File: src/rtl/uxn_devram_pkg.sv
// Shared types and sizes for the Varvara device-page RAM port-A arbiter.
package uxn_devram_pkg;

   typedef enum logic {
      OWN_CPU  = 1'b0,
      OWN_HOST = 1'b1
   } owner_t;

   localparam int unsigned DEV_PAGE_W    = 4;
   localparam int unsigned DEVRAM_ADDR_W = 8;
   localparam int unsigned DEVRAM_DATA_W = 8;

endpackage : uxn_devram_pkg

File: src/rtl/uxn_rr_arbiter2.sv
// Two-way round-robin arbiter (CPU vs host). A requester granted in the
// previous decision is masked for one cycle, so a request still held while
// its grant pulse is visible cannot be re-granted.
module uxn_rr_arbiter2
   import uxn_devram_pkg::*;
(
   input  logic clk_i,
   input  logic rst_ni,
   input  logic req_cpu_i,
   input  logic req_host_i,
   output logic win_cpu_o,
   output logic win_host_o,
   output logic gnt_cpu_o,
   output logic gnt_host_o
);

   owner_t last_q, last_d;
   logic   gnt_cpu_q, gnt_host_q;
   logic   elig_cpu, elig_host;

   // Eligibility, winner selection and next owner
   always_comb begin
      elig_cpu   = req_cpu_i  & ~gnt_cpu_q;
      elig_host  = req_host_i & ~gnt_host_q;
      win_cpu_o  = elig_cpu & (~elig_host | (last_q == OWN_HOST));
      win_host_o = elig_host & ~win_cpu_o;
      last_d     = last_q;
      if (win_cpu_o) begin
         last_d = OWN_CPU;
      end else if (win_host_o) begin
         last_d = OWN_HOST;
      end
   end

   // Grant pulses one cycle after the decision; owner history for fairness
   always_ff @(posedge clk_i or negedge rst_ni) begin
      if (!rst_ni) begin
         last_q     <= OWN_HOST;
         gnt_cpu_q  <= 1'b0;
         gnt_host_q <= 1'b0;
      end else begin
         last_q     <= last_d;
         gnt_cpu_q  <= win_cpu_o;
         gnt_host_q <= win_host_o;
      end
   end

   assign gnt_cpu_o  = gnt_cpu_q;
   assign gnt_host_o = gnt_host_q;

endmodule : uxn_rr_arbiter2

File: src/rtl/uxn_device_ram_arbiter.sv
// Port-A arbiter for the 256x8 device-page RAM shared by the CPU (DEI/DEO)
// and the host peripheral bridge. Registered command stage, DEO strobe on
// accepted CPU writes, rvalid two cycles after the decision.
// Optional: UXN_DEVRAM_HOST_GUARD_EN drops host writes to pages whose
// HOST_WR_MASK bit is 0 and raises sticky host_wr_err.
module uxn_device_ram_arbiter
   import uxn_devram_pkg::*;
#(
   parameter int unsigned ADDR_W       = DEVRAM_ADDR_W,
   parameter int unsigned DATA_W       = DEVRAM_DATA_W,
   parameter logic [15:0] HOST_WR_MASK = 16'hFFFF
) (
   input  logic              clk,
   input  logic              rst_n,
   input  logic              cpu_req,
   input  logic              cpu_we,
   input  logic [ADDR_W-1:0] cpu_addr,
   input  logic [DATA_W-1:0] cpu_wdata,
   output logic              cpu_gnt,
   output logic              cpu_rvalid,
   input  logic              host_req,
   input  logic              host_we,
   input  logic [ADDR_W-1:0] host_addr,
   input  logic [DATA_W-1:0] host_wdata,
   output logic              host_gnt,
   output logic              host_rvalid,
   output logic [DATA_W-1:0] rdata,
   output logic [ADDR_W-1:0] ram_addr,
   output logic [DATA_W-1:0] ram_wdata,
   output logic              ram_we,
   input  logic [DATA_W-1:0] ram_q,
   output logic              deo_valid,
   output logic [ADDR_W-1:0] deo_addr,
   output logic [DATA_W-1:0] deo_data,
   output logic              host_wr_err
);

   logic                  win_cpu, win_host, win_any;
   logic                  sel_we;
   logic [ADDR_W-1:0]     sel_addr;
   logic [DATA_W-1:0]     sel_wdata;
   logic [DEV_PAGE_W-1:0] host_page;
   logic                  page_ok;
   logic                  host_blocked;

   logic [ADDR_W-1:0]     ram_addr_q;
   logic [DATA_W-1:0]     ram_wdata_q;
   logic                  ram_we_q;
   logic                  cmd_we_q;
   logic                  deo_valid_q;
   logic [ADDR_W-1:0]     deo_addr_q;
   logic [DATA_W-1:0]     deo_data_q;
   logic                  cpu_rvalid_q, host_rvalid_q;

   uxn_rr_arbiter2 u_arb (
      .clk_i      (clk),
      .rst_ni     (rst_n),
      .req_cpu_i  (cpu_req),
      .req_host_i (host_req),
      .win_cpu_o  (win_cpu),
      .win_host_o (win_host),
      .gnt_cpu_o  (cpu_gnt),
      .gnt_host_o (host_gnt)
   );

   // Winner's command mux
   always_comb begin
      win_any   = win_cpu | win_host;
      sel_we    = win_cpu ? cpu_we    : host_we;
      sel_addr  = win_cpu ? cpu_addr  : host_addr;
      sel_wdata = win_cpu ? cpu_wdata : host_wdata;
   end

   assign host_page = host_addr[ADDR_W-1 -: DEV_PAGE_W];
   assign page_ok   = HOST_WR_MASK[host_page];

`ifdef UXN_DEVRAM_HOST_GUARD_EN
   logic host_wr_err_q;

   assign host_blocked = win_host & host_we & ~page_ok;

   // Sticky record of any dropped host write; only reset clears it
   always_ff @(posedge clk or negedge rst_n) begin
      if (!rst_n) begin
         host_wr_err_q <= 1'b0;
      end else if (host_blocked) begin
         host_wr_err_q <= 1'b1;
      end
   end

   assign host_wr_err = host_wr_err_q;
`else
   // Mask has no effect without the guard
   assign host_blocked = 1'b0 & page_ok;
   assign host_wr_err  = 1'b0;
`endif

   // Registered RAM command, DEO strobe and read-valid pipe
   always_ff @(posedge clk or negedge rst_n) begin
      if (!rst_n) begin
         ram_addr_q    <= '0;
         ram_wdata_q   <= '0;
         ram_we_q      <= 1'b0;
         cmd_we_q      <= 1'b0;
         deo_valid_q   <= 1'b0;
         deo_addr_q    <= '0;
         deo_data_q    <= '0;
         cpu_rvalid_q  <= 1'b0;
         host_rvalid_q <= 1'b0;
      end else begin
         if (win_any) begin
            ram_addr_q  <= sel_addr;
            ram_wdata_q <= sel_wdata;
            cmd_we_q    <= sel_we;
         end
         ram_we_q    <= win_any & sel_we & ~host_blocked;
         deo_valid_q <= win_cpu & cpu_we;
         if (win_cpu && cpu_we) begin
            deo_addr_q <= cpu_addr;
            deo_data_q <= cpu_wdata;
         end
         cpu_rvalid_q  <= cpu_gnt  & ~cmd_we_q;
         host_rvalid_q <= host_gnt & ~cmd_we_q;
      end
   end

   assign ram_addr    = ram_addr_q;
   assign ram_wdata   = ram_wdata_q;
   assign ram_we      = ram_we_q;
   assign deo_valid   = deo_valid_q;
   assign deo_addr    = deo_addr_q;
   assign deo_data    = deo_data_q;
   assign cpu_rvalid  = cpu_rvalid_q;
   assign host_rvalid = host_rvalid_q;
   assign rdata       = ram_q;

endmodule : uxn_device_ram_arbiter
File: config.mk
export PLATFORM = sky130hd
export DESIGN_NAME = uxn_device_ram_arbiter
export DESIGN_NICKNAME = d
export VERILOG_FILES = /design/src/rtl/uxn_devram_pkg.sv /design/src/rtl/uxn_rr_arbiter2.sv /design/src/rtl/uxn_device_ram_arbiter.sv
export SDC_FILE = /design/constraint.sdc
export NUM_CORES = 1
export LEC_CHECK = 0
export ABC_AREA = 1
export BUFFER_PORTS_ARGS = -buffer_cell sky130_fd_sc_hd__buf_2
export CORE_ASPECT_RATIO = 1.5
export CORE_MARGIN = 2
export CORE_UTILIZATION = 44
export DETAILED_ROUTE_END_ITERATION = 8
export PLACE_DENSITY_LB_ADDON = 0.15
export SYNTH_ARGS = -nofsm -noshare
export SYNTH_HDL_FRONTEND = slang
export SYNTH_SLANG_ARGS = --single-unit
File: constraint.sdc
create_clock -name clk -period 1.3 [get_ports clk]
set_input_delay 0.065 -clock clk [delete_from_list [all_inputs] [get_ports clk]]
set_output_delay 0.065 -clock clk [all_outputs]
set_load 0.05 [all_outputs]
## Yosys cells after proc, flatten, opt, wreduce, memory -nomap -nowiden

Index checks and enable logic that the tools add are counted.

- Register bits after elaboration: 40
- Input bits: 46
- Output and inout port bits: 47
- Logic and storage cells: 34

- Multiplexer cells: 5
- Bitwise gates (word level): 15
- Reduce and logical (&&, ||, !) cells: 2

Operator list:

| kind | count |
|---|---|
| 8-bit 2-to-1 mux | 2 |
| 1-bit bitwise AND | 8 |
| 1-bit inverter | 5 |
| 1-bit 2-to-1 mux | 3 |
| 1-bit bitwise OR | 2 |
| 2-bit nonzero test | 1 |
| 1-bit logical AND | 1 |

## Depth between registers and ports, before layout

- Depth after elaboration: 9
- Depth in mapped cells: 8
- Mapped depth without buffers: 8

## Cells and area by module

From an unflattened synthesis, not the netlist that was laid out.

- Cells, all modules: 190
- Area, all modules: 1739.2 um2

By module, submodules not included:

| module | times used | cells each | area each (um2) | sequential area each (um2) |
|---|---|---|---|---|
| uxn_device_ram_arbiter | 1 | 179 | 1616.6 | 925.9 |
| uxn_rr_arbiter2 | 1 | 11 | 122.6 | 76.3 |

## Least setup slack after synthesis

Ideal clock, no wire load.

- Path kind: reg-to-reg
- From: register u_arb.gnt_cpu_q (netlist: u_arb.gnt_cpu_o)
- To: register ram_addr_q[1] (netlist: ram_addr[1])
- Arrival: 1.276 ns
- Slack: -0.101 ns
- Stages on the path, launching flop included: 9
- Path buffers: 1
- Period minus slack after synthesis: 1.401 ns
- Cells stage by stage: dfrtp_1 inv_2 nand2_2 clkinv_4 nand2_4 inv_4 buf_6 nand2_1 nand3_1

- Longest elaborated chain between the ends: 6
- Elaborated cells between the ends (all ways): 7

RTL lines:

| what | RTL line | text |
|---|---|---|
| start: declaration | uxn_rr_arbiter2.sv:18 | `logic gnt_cpu_q, gnt_host_q;` |
| start signal: assignment | uxn_rr_arbiter2.sv:43 | `gnt_cpu_q <= win_cpu_o;` |
| 1-bit inverter (*) | uxn_rr_arbiter2.sv:23 | `elig_cpu = req_cpu_i & ~gnt_cpu_q;` |
| 1-bit bitwise AND (*) | uxn_rr_arbiter2.sv:23 |  |
| 1-bit bitwise AND (*) | uxn_rr_arbiter2.sv:25 | `win_cpu_o = elig_cpu & (~elig_host \| (last_q == OWN_HOST));` |
| named net u_arb.win_cpu_o | uxn_rr_arbiter2.sv:11 | `output logic win_cpu_o,` |
| 1-bit inverter | uxn_rr_arbiter2.sv:26 | `win_host_o = elig_host & ~win_cpu_o;` |
| 1-bit bitwise AND | uxn_rr_arbiter2.sv:26 |  |
| 1-bit bitwise OR | uxn_device_ram_arbiter.sv:68 | `win_any = win_cpu \| win_host;` |
| end signal: assignment | uxn_device_ram_arbiter.sv:112 | `ram_addr_q <= sel_addr;` |
| end: declaration | uxn_device_ram_arbiter.sv:46 | `logic [ADDR_W-1:0] ram_addr_q;` |

Mark *: on every way through the listed nets, which the timed path passes. The rest lies on a longest branch.
A chain may end at the register's enable or synchronous reset.

## Final worst setup path

- From: register u_arb.last_q
- To: register ram_wdata_q[5] (netlist: ram_wdata[5])

- Longest elaborated chain between the ends: 5
- Elaborated cells between the ends (all ways): 6

RTL lines:

| what | RTL line | text |
|---|---|---|
| start: declaration | uxn_rr_arbiter2.sv:17 | `owner_t last_q, last_d;` |
| start signal: assignment | uxn_rr_arbiter2.sv:42 | `last_q <= last_d;` |
| 1-bit bitwise OR (*) | uxn_rr_arbiter2.sv:25 |  |
| 1-bit bitwise AND (*) | uxn_rr_arbiter2.sv:25 |  |
| 1-bit inverter | uxn_rr_arbiter2.sv:26 |  |
| 1-bit bitwise AND | uxn_rr_arbiter2.sv:26 |  |
| 1-bit bitwise OR | uxn_device_ram_arbiter.sv:68 |  |
| end signal: assignment | uxn_device_ram_arbiter.sv:113 | `ram_wdata_q <= sel_wdata;` |
| end: declaration | uxn_device_ram_arbiter.sv:47 | `logic [DATA_W-1:0] ram_wdata_q;` |

Mark *: on every way between the ends. The rest lies on a longest branch, timed or not.

==> metrics.txt <==
outcome=finished clean; placed cell count=303; Syn. warnings=0; crit path DAT=1.40 ns; number of global-route vias before repair=1494; HPWL after DPL=3170 um; Period minus WS final=1.23 ns; drt total wl=4390 um; area grow syn2layout=37.5%; met3 usage=0.0558; clock skew=0.00818 ns; most frequent cells in the layout=nand2_1 (87), buf_2 (75), dfrtp_1 (37); Final Max Tran Viols=0; CP peak stage delay=0.52 ns; met1 usage=0.288; root buffer cell=clkbuf_8; CP required=1.47 ns; RSZ-0062 raised after global routing=no; post-synth top area share=0.565; Comb power frac=0.457; Iter 0 DRT Violations=36; GRT Max-Usage Layer=met2; height of the chip=80.7 um; Area contributors post-synth=dfrtp_1 (57%), nand2_1 (19%), nand3_1 (9.3%); cells after synthesis=192; final number of setup-violating endpoints=0; final period utilization=0.947; initial antenna violation count=0; die width=55.2 um; Mapped Nets=238; Fin Setup TNS=0 ns; Hold Path Class=primary input to flop; number of diodes=0; synthesized area per cell=8.99 um^2; Die Area=0.00445 mm^2; Cell variety after synth=17; Starting Density=0.465; power per cell area=2190 mW/mm^2; dpl ws=0.0608 ns; final worst setup slack=0.0687 ns; all-layer global routing usage=0.221; Seq/Total Area, Yosys=0.580; slowest CP cell=dfstp_2; H-tree depth=2; Pleak=1.33 nW; nets@finish=330; largest net degree at the start of global routing=22; switch share=0.472; Placement Cell Area=0.00209 mm^2; area leader, netlist=dfrtp_1; first drt pass iteration count=4; critical setup path kind=flop to flop; Placer Congestion=0.777; Avg Vias per Cell=4.83; CTS Buf Count=5; CTS sink cnt=40; IO Pins=93; CTS tree=built; largest buffer count on any clock path=2; worst vdd ir=0.00175 V; first-pass GRT wire length=6940 um; DR vias=1585; share of layout cells above drive strength 1=0.375; P_sw=0.00245 W; Max Cap Violations=0; CP startpoint kind=flop; clock slew at reported path FFs=0.08 ns; fin cells=328; Fmax=812 MHz; Core Region=0.00372 mm^2; routed length per placed instance=13.4 um; synthesized area=0.00173 mm^2; Worst Path Buf+Inv=2; drt drc=0; Fin. Hold Viols=0; clk_lat worst skew=0.29 ns; number of port buffers=75; Routed Antenna Nets=0; CP dominant cell by count=nand3_1; met2 GRT Util=0.351; worst-path fanout max=7; Largest delay share family, worst path=flip-flops; Rows=27; Synth Register Bits=40; critical path, cell by cell=inv_1, nand3_2, nand2_4, buf_4, nand3_1, nand3_1; Clk pwr share=0.193; final global-route overflow total=0; commonest non-fill, non-tap cell in the layout=nand2_1; total power=0.00519 W; cell-internal power=0.00274 W; post-route cell area=0.00237 mm^2; Crit. End Element=flop; Flop pwr share=0.349
[final cells by class]
cell class | instances | area, um^2
well taps | 43 | 53.8
repair buffers | 100 | 601
fillers | 334 | 1340
clock inverters | 3 | 42.5
flip-flops and latches | 40 | 1000
inverters | 9 | 48.8
clock buffers | 5 | 68.8
multi-input cells | 128 | 554
[kinds of logic after synthesis]
| kind of cell | count (synthesis) | synth area share |
|---|---|---|
| flops | 40 | 0.580 |
| compound gates | 1 | 0.00290 |
| buf+inv | 24 | 0.0986 |
| simple gates | 126 | 0.316 |
| other cells | 1 | 0.00217 |
[registers in the layout, summed over array words and instances (netlist names)]
name / count
u_arb.gnt_cpu_o: 1
u_arb.gnt_host_o: 1
u_arb.last_q: 1
deo_data: 8
cmd_we_q: 1
ram_wdata: 8
ram_addr: 8
deo_addr: 8
cpu_rvalid: 1
deo_valid: 1
host_rvalid: 1
ram_we: 1
[cell usage after synthesis]
library cell	instances
nand2_1	87
dfrtp_1	39
nand3_1	32
buf_4	12
buf_6	3
inv_1	3
inv_4	3
inv_2	2
nand2_2	2
nor2_1	2
clkinv_4	1
conb_1	1
dfstp_2	1
nand2_4	1
nand3_2	1
nand3_4	1
o21ai_0	1
[per-stage QoR]
stage	hold slack (ns)	util
detailed placement	0.0435	0.564
finish	0.00754	0.639
CTS	0.00449	0.634
floorplan	-0.231	-
global route	0.00698	0.639
global placement	0.0458	0.564
[routing by layer]
metal | share of wire | vias up
met1 | 0.42 | 744
met4 | 0.013 | 0
met3 | 0.062 | 6
met2 | 0.51 | 58
li1 | - | 777
met5 | 0 | -
[power by group through the flow]
stage                     clock [W]  sequential [W]  combinational (W)
final                       0.00100         0.00181            0.00237
after global routing        0.00109         0.00186            0.00253
after CTS                   0.00102         0.00181            0.00237
after detailed placement          0         0.00182            0.00234
after global placement            0         0.00184            0.00232
after floorplan                   0         0.00303           0.000601
[worst reg2reg max path, stage by stage (launching register included)]
cell and delay (ns):
dfstp_2 0.52, inv_1 0.05, nand3_2 0.11, nand2_4 0.10, buf_4 0.18, nand3_1 0.08
nand3_1 0.08
[final timing paths]
check	from	to	slack [ns]	depth (start not counted)
worst max-delay path	u_arb.last_q$_DFFE_PN1P_	ram_wdata[5]$_DFFE_PN0P_	0.07	6
worst min-delay path	cpu_addr[6]	deo_addr[6]$_DFFE_PN0P_	0.008	3
worst max register to register	u_arb.last_q$_DFFE_PN1P_	ram_wdata[5]$_DFFE_PN0P_	0.07	6
worst min register to register	cmd_we_q$_DFFE_PN0P_	cpu_rvalid$_DFF_PN0_	0.46	1
max in group asynchronous	rst_n	deo_addr[6]$_DFFE_PN0P_	0.56	3
min in group asynchronous	rst_n	deo_addr[0]$_DFFE_PN0P_	0.24	2
[repair_timing]
| item | CTS | global route |
|---|---|---|
| resized for setup | 0 | 1 |
| setup buffers | 0 | 2 |
| hold buffers | 15 | 0 |
| endpoints found under the hold margin | 32 | 0 |
| endpoints found under the setup margin | 0 | 19 |
Power figures use the tool's default switching activity.
